==> src/rtl/avalon_accel.sv <==
// XTEA block-encryption accelerator: Avalon-MM slave for setup, Avalon-MM master
// that streams 64-bit blocks from SRC, encrypts them and writes them to DEST.
module avalon_accel #(
   parameter logic [31:0] DELTA  = 32'h9E3779B9,
   parameter int          ROUNDS = 32
) (
   input  logic        clk,
   input  logic        reset,
   input  logic [4:0]  avs_address,
   input  logic        avs_write,
   input  logic [31:0] avs_writedata,
   output logic [31:0] avs_readdata,
   output logic [31:0] avm_address,
   output logic        avm_read,
   output logic        avm_write,
   output logic [31:0] avm_writedata,
   input  logic [31:0] avm_readdata,
   input  logic        avm_waitrequest,
   output logic        irq
);

   typedef enum logic [2:0] {IDLE, RD0, RD1, CALC, WR0, WR1, NEXT} state_t;

   localparam logic [31:0] LAST_ROUND = 32'(ROUNDS - 1);

   state_t      state;
   logic [31:0] key [4];
   logic [31:0] src_reg, dest_reg, num_reg;
   logic [31:0] src_cnt, dest_cnt, rem_cnt;
   logic [31:0] v0, v1, sum, round_cnt;
   logic [31:0] v0_n, v1_n, sum_n;
   logic        busy, ctrl_wr, cfg_wr;
   logic        addr_unused;

   // Byte lanes inside a register are not decoded.
   assign addr_unused = &{1'b0, avs_address[1:0]};

   assign busy    = (state != IDLE);
   assign ctrl_wr = avs_write && (avs_address[4:2] == 3'd7);
   assign cfg_wr  = avs_write && !busy && (avs_address[4:2] != 3'd7);

   always_ff @(posedge clk or posedge reset) begin
      if (reset) begin
         for (int i = 0; i < 4; i++) key[i] <= '0;
         src_reg  <= '0;
         dest_reg <= '0;
         num_reg  <= '0;
      end else if (cfg_wr) begin
         case (avs_address[4:2])
            3'd4:    src_reg  <= avs_writedata;
            3'd5:    dest_reg <= avs_writedata;
            3'd6:    num_reg  <= avs_writedata;
            default: key[avs_address[3:2]] <= avs_writedata;
         endcase
      end
   end

   always_comb begin
      case (avs_address[4:2])
         3'd4:    avs_readdata = src_reg;
         3'd5:    avs_readdata = dest_reg;
         3'd6:    avs_readdata = num_reg;
         3'd7:    avs_readdata = {30'b0, irq, busy};
         default: avs_readdata = key[avs_address[3:2]];
      endcase
   end

   // One complete XTEA cycle (both Feistel halves) per clock.
   always_comb begin
      v0_n  = v0 + ((((v1 << 4) ^ (v1 >> 5)) + v1) ^ (sum + key[sum[1:0]]));
      sum_n = sum + DELTA;
      v1_n  = v1 + ((((v0_n << 4) ^ (v0_n >> 5)) + v0_n) ^ (sum_n + key[sum_n[12:11]]));
   end

   always_ff @(posedge clk or posedge reset) begin
      if (reset) begin
         state         <= IDLE;
         src_cnt       <= '0;
         dest_cnt      <= '0;
         rem_cnt       <= '0;
         v0            <= '0;
         v1            <= '0;
         sum           <= '0;
         round_cnt     <= '0;
         irq           <= 1'b0;
         avm_read      <= 1'b0;
         avm_write     <= 1'b0;
         avm_address   <= '0;
         avm_writedata <= '0;
      end else begin
         case (state)
            IDLE: begin
               if (ctrl_wr) begin
                  irq <= 1'b0;
                  if (avs_writedata[0]) begin
                     if (num_reg == '0) begin
                        irq <= 1'b1;
                     end else begin
                        src_cnt     <= {src_reg[31:2], 2'b00};
                        dest_cnt    <= {dest_reg[31:2], 2'b00};
                        rem_cnt     <= num_reg;
                        sum         <= '0;
                        avm_read    <= 1'b1;
                        avm_address <= {src_reg[31:2], 2'b00};
                        state       <= RD0;
                     end
                  end
               end
            end
            RD0: if (!avm_waitrequest) begin
               v0          <= avm_readdata;
               avm_address <= src_cnt + 32'd4;
               state       <= RD1;
            end
            RD1: if (!avm_waitrequest) begin
               v1        <= avm_readdata;
               avm_read  <= 1'b0;
               sum       <= '0;
               round_cnt <= '0;
               state     <= CALC;
            end
            CALC: begin
               v0        <= v0_n;
               v1        <= v1_n;
               sum       <= sum_n;
               round_cnt <= round_cnt + 32'd1;
               if (round_cnt == LAST_ROUND) begin
                  avm_write     <= 1'b1;
                  avm_address   <= dest_cnt;
                  avm_writedata <= v0_n;
                  state         <= WR0;
               end
            end
            WR0: if (!avm_waitrequest) begin
               avm_address   <= dest_cnt + 32'd4;
               avm_writedata <= v1;
               state         <= WR1;
            end
            WR1: if (!avm_waitrequest) begin
               avm_write <= 1'b0;
               state     <= NEXT;
            end
            NEXT: begin
               src_cnt  <= src_cnt + 32'd8;
               dest_cnt <= dest_cnt + 32'd8;
               rem_cnt  <= rem_cnt - 32'd1;
               if (rem_cnt == 32'd1) begin
                  irq   <= 1'b1;
                  state <= IDLE;
               end else begin
                  avm_read    <= 1'b1;
                  avm_address <= src_cnt + 32'd8;
                  state       <= RD0;
               end
            end
            default: state <= IDLE;
         endcase
      end
   end

endmodule

==> config.mk <==
export PLATFORM = sky130hd
export DESIGN_NAME = avalon_accel
export DESIGN_NICKNAME = d
export VERILOG_FILES = /design/src/rtl/avalon_accel.sv
export SDC_FILE = /design/constraint.sdc
export NUM_CORES = 2
export LEC_CHECK = 0
export CAP_MARGIN = 20
export CORE_MARGIN = 4
export CORE_UTILIZATION = 42
export DETAILED_ROUTE_END_ITERATION = 10
export GPL_ROUTABILITY_DRIVEN = 0
export HOLD_SLACK_MARGIN = 0.08
export PLACE_DENSITY = 0.62
export SLEW_MARGIN = 20
export SYNTH_ARGS = -nofsm -noshare
export SYNTH_HDL_FRONTEND = slang
export SYNTH_SLANG_ARGS = --single-unit
export TNS_END_PERCENT = 50
==> constraint.sdc <==
create_clock -name clk -period 52.4 [get_ports clk]
set_input_delay 7.86 -clock clk [delete_from_list [all_inputs] [get_ports clk]]
set_output_delay 7.86 -clock clk [all_outputs]
set_load 0.05 [all_outputs]
* Word level (Yosys, flattened, before mapping)
Index checks and enable logic that the tools add are counted.
Operators by class: $add $sub $neg 13, order comparisons 4, bitwise gates (word level) 8, muxes and demuxes 65, equality and inequality tests 23, reductions and logical operators 31
Operator list (count):
- $mux 32 | 27
- $pmux 32 s2 | 7
- $add 32x32->32 | 6
- $bmux 32 s2 | 3
- $pmux 32 s5 | 1
- $bwmux 128 | 1
- $pmux 32 s4 | 1
- $pmux 32 s3 | 1
- $add 32x3->32 const B | 2
- $add 32x4->32 const B | 2
- $demux 32 s2 | 1
- $xor 32x27->32 | 2
- $xor 32x32->32 | 2
- $add 32x1->32 const B | 1
- $add 32x32->32 const B | 1
- $eq 32x1->1 const B | 1
- $eq 32x5->1 const B | 1
- $logic_not 32->1 | 1
- $sub 32x1->32 const B | 1
- $mux 3 | 8
- $eq 3x3->1 const B | 7
- $pmux 3 s7 | 1
- $ne 2x2->1 const B | 10
- $reduce_and 8->1 | 2
- 22 further kinds | 54
Storage, ports and cells: bits of input ports 73, word-level logic and storage cells 164, output and inout bits 99, flip-flop bits (word level) 518

* Longest topological paths before layout
depth after elaboration 12, mapped depth 46, depth with buffers taken out 45

* Least setup slack after synthesis
OpenSTA, ideal clock, no wires.
path type input to output, start point input avs_address[2], end point output avs_readdata[12], cell stages on the path 6, data arrival time 10.230 ns, setup slack 34.310 ns, required time 44.540 ns, buffers on the path 3, cells stage by stage clkbuf_1 buf_1 buf_1 mux4_2 nor2_1 a21oi_1
Between the ends: word-level cells in the longest chain between the ends 5, elaborated cells between the ends (all ways) 9, classes of those cells eq/ne: 4; mux: 4; bitwise: 1
RTL lines:
- from (decl) | RTL line 9 | input logic [4:0] avs_address,
- $not 2->3 (not written as such) | RTL line 64 | default: avs_readdata = key[avs_address[3:2]];
- $bmux 32 s2 | RTL line 64
- $mux 32 (not written as such) (2 in series) | RTL line 64
- $pmux 32 s4 (*) | RTL line 59 | case (avs_address[4:2])
- to (decl) | RTL line 12 | output logic [31:0] avs_readdata,
Mark *: on every way between the ends. The rest lies on a longest branch, timed or not. The select of a mux whose other input is x is not followed.

* Final worst setup path
start point input avs_address[2], end point output avs_readdata[20]
Same word-level chain as after synthesis.

==> run summary <==
===============================================================================================
Wire length of the first global-routing pass .....................................    177000 um
Worst max-slew margin expressed relative to the limit ............................        25.4%
I/O pin count ....................................................................          172
Max stage delay on crit path .....................................................      0.77 ns
Share of synthesized registers carrying an async set or reset ....................         100%
Global-route total usage across every layer ......................................        23.5%
Mean Syn Cell Area ...............................................................     9.35 um2
Worst Tran Pin Value .............................................................      1.12 ns
Unrepaired setup endpoints after global routing ..................................        false
Register with the most flip-flops ................................................          key
Required arrival time at the worst endpoint ......................................     44.54 ns
Largest fanout on the critical path ..............................................           41
Most common cell in the netlist ..................................................      dfrtp_1
Post-CTS Setup Bufs ..............................................................            0
Reported max-cap violation count .................................................            0
Syn Nets .........................................................................         4315
Die Footprint ....................................................................   0.0946 mm2
Root Buffer ......................................................................    clkbuf_16
Synthesized cell area ............................................................   0.0377 mm2
Critical Setup Path Class ........................................................ input port to primary output
Layout cells sized above 1 .......................................................        12.9%
HPWL after detailed placement ....................................................     82500 um
Non-Filler Cell Area, Final ......................................................   0.0426 mm2
Total grt overflow ...............................................................            0
Max FFs per register .............................................................          128
Number of synthesized register bits ..............................................          513
Area after DPL ...................................................................   0.0405 mm2
Vias in the first global route ...................................................        29948
Antenna violations before repair .................................................            2
Period utilisation layout ........................................................        35.5%
Number of enable-type register cells in the synthesized netlist ..................            0
Worst setup slack for register-to-register paths .................................     40.78 ns
Cell taking the most area after synthesis ........................................      dfrtp_1
Detail-routed net length per standard cell .......................................      21.4 um
Setup violation total in the final timing report .................................            0
Total clock buffers created by CTS ...............................................           59
CP max stage cell ................................................................ clkdlybuf4s50_1
Site Rows ........................................................................          109
CTS tree .........................................................................          yes
Crit. End Element ................................................................ primary output
Commonest cells in the synthesized netlist ....................................... 513 x dfrtp_1, 372 x nand2_1, 351 x o21ai_0
Launch point of the worst hold path .............................................. avm_writedata[2]
Worst hold path stage count ......................................................            2
Worst hold path type ............................................................. flop to flop
Top_reg_cell synth ...............................................................      dfrtp_1
Number of distinct library cells after synthesis .................................           90
Worst hold slack .................................................................     0.476 ns
Part of the Yosys area used for sequential elements ..............................        34.1%
Filler cell count ................................................................         8400
Worst Hold End ................................................................... avm_writedata[2]
Initial detailed-routing violation count .........................................         2886
Clock input transition at the sequential cells of the worst setup and hold paths .      0.06 ns
Reg2Reg Capture Point ............................................................       v1[31]
R2R cell count ...................................................................           42
Number of buffers inserted by port buffering .....................................          169
Worst-case setup margin in the final layout ......................................     33.79 ns
Detail Route Antenna Nets ........................................................            0
Worst slack at placement .........................................................     33.78 ns
# resized after CTS ..............................................................            0
Beginning of the worst register-to-register path .................................       sum[0]
Status ...........................................................................    completed
Maximum frequency from static timing analysis ....................................     53.7 MHz
Vias after detailed routing ......................................................        31430
Number of optimization iterations in the first detailed-route pass ...............            6
Relative area change from synthesis to final layout ..............................        12.9%
Total negative slack for setup checks ............................................         0 ns
Setup skew after layout ..........................................................    0.0382 ns
Drt total wl .....................................................................    114000 um
Pin count of the biggest net entering global routing .............................          159
Die width ........................................................................       308 um
Hold bufs inserted after CTS .....................................................            0
Cells after Synth ................................................................         4033
DIE HEIGHT .......................................................................       308 um
Top cells by area in the synthesized netlist ..................................... dfrtp_1 34%, mux2_2 6.9%, ha_1 6.7%, mux4_2 5.8%, xnor2_1 5.1%
Drt via density ..................................................................         5.92
H-tree depth .....................................................................            2
Post-layout net count ............................................................         4374
Hold Violations, Final ...........................................................            0
Clk sinks ........................................................................          513
Top cell by count, worst path ....................................................        buf_4
Type of origin of the critical path ..............................................   input port
Fraction of post-synthesis cell area in the top cell type by area ................        34.1%
Max Transition Viols Final .......................................................            0
Post-route DRC ...................................................................            0
Critical Path, Cell by Cell ...................................................... buf_4 > buf_4 > mux4_2 > nor2_1 > a21oi_1 > clkdlybuf4s50_1
Core area ........................................................................   0.0886 mm2
Final Critical Period ............................................................     18.61 ns
Setup crit start ................................................................. avs_address[2]
Synthesis Warnings ...............................................................            0
Number of buffers between clock root and the deepest sink ........................            3
Skew-Pair Late Insertion Delay ...................................................      0.65 ns
Initial standard-cell utilization of the core ....................................        42.5%
Crit path DAT ....................................................................     10.75 ns
===============================================================================================
metal layers:
layer | wire (um) | up-vias | GRT usage (%) | part of all wire (%)
met4 | 2810 | 0 | 5.82 | 2.5
met2 | 52400 | 864 | 38.2 | 46
met1 | 52900 | 15492 | 33.7 | 47
met3 | 5460 | 156 | 2.48 | 4.8
met5 | 0 | - | 0 | 0
li1 | - | 14918 | - | -
worst max-delay path: cells and delay by family:
kind	cells	cell delay, ns
compound gates	1	0.14
buf+inv	3	1.78
mux	1	0.61
simple gates	1	0.26
how the worst max path moves through the flow:
stage	depth (start not counted)	end
final	6	avs_readdata[20]
after global routing	6	avs_readdata[12]
after CTS	6	avs_readdata[31]
after detailed placement	6	avs_readdata[31]
after global placement	6	avs_readdata[31]
after floorplan	1	avm_address[10]
cell type report:
cell class	instances	area (um2)	area share, %
Antenna cell	2	5.00	0.0118
Timing Repair Buffer	220	2080	4.89
Sequential cell	513	12800	30.2
Clock inverter	26	349	0.820
Clock buffer	84	1690	3.97
Tap cell	1165	1460	3.42
Inverter	74	285	0.670
Multi-Input combinational cell	3224	23900	56.0
kinds of logic after synthesis:
group / synth area share (%)
simple gates: 13.2
flops: 34.1
fa+ha+maj: 7.06
compound gates: 18.7
buf+inv: 3.02
mux: 15.0
xor+xnor: 8.93
metrics by stage:
stage / util [%] / instances
final: 48.0 / 5308
after floorplan: - / 4033
after CTS: 48.0 / 5305
after detailed placement: 45.7 / 5195
after global placement: 45.7 / 5195
after global routing: 48.0 / 5308
cells in the final DEF (no fill, tap or decap), types with 13 or more instances in the layout:
master / netlist / layout
nor2_1: 285 / 283
ha_1: 203 / 202
o21a_1: 18 / 18
a21oi_1: 346 / 344
mux2i_1: 88 / 88
xnor2_1: 220 / 219
nand2b_1: 31 / 31
mux2_2: 230 / 230
clkbuf_1: 168 / 13
a222oi_1: 20 / 20
a22o_1: 14 / 14
o211ai_1: 14 / 14
clkdlybuf4s50_1: 0 / 166
nor2b_1: 33 / 31
and2_1: 18 / 18
xor2_1: 147 / 147
or3_1: 16 / 16
o31ai_1: 32 / 32
nand4_1: 41 / 41
dfrtp_1: 513 / 512
inv_1: 72 / 71
o21ai_0: 351 / 351
buf_4: 2 / 51
nor4_1: 30 / 29
nand2_1: 372 / 368
clkbuf_16: 0 / 59
nor3_1: 43 / 43
nand3_1: 115 / 115
a31oi_1: 34 / 34
mux4_2: 97 / 97
a21o_1: 115 / 115
a211oi_1: 18 / 18
o21bai_1: 25 / 25
a22oi_1: 72 / 72
and3_1: 34 / 32
o22ai_1: 24 / 23
Power is not shown: default switching activity piles up to over one toggle a cycle in this logic, so the estimate is an artifact.
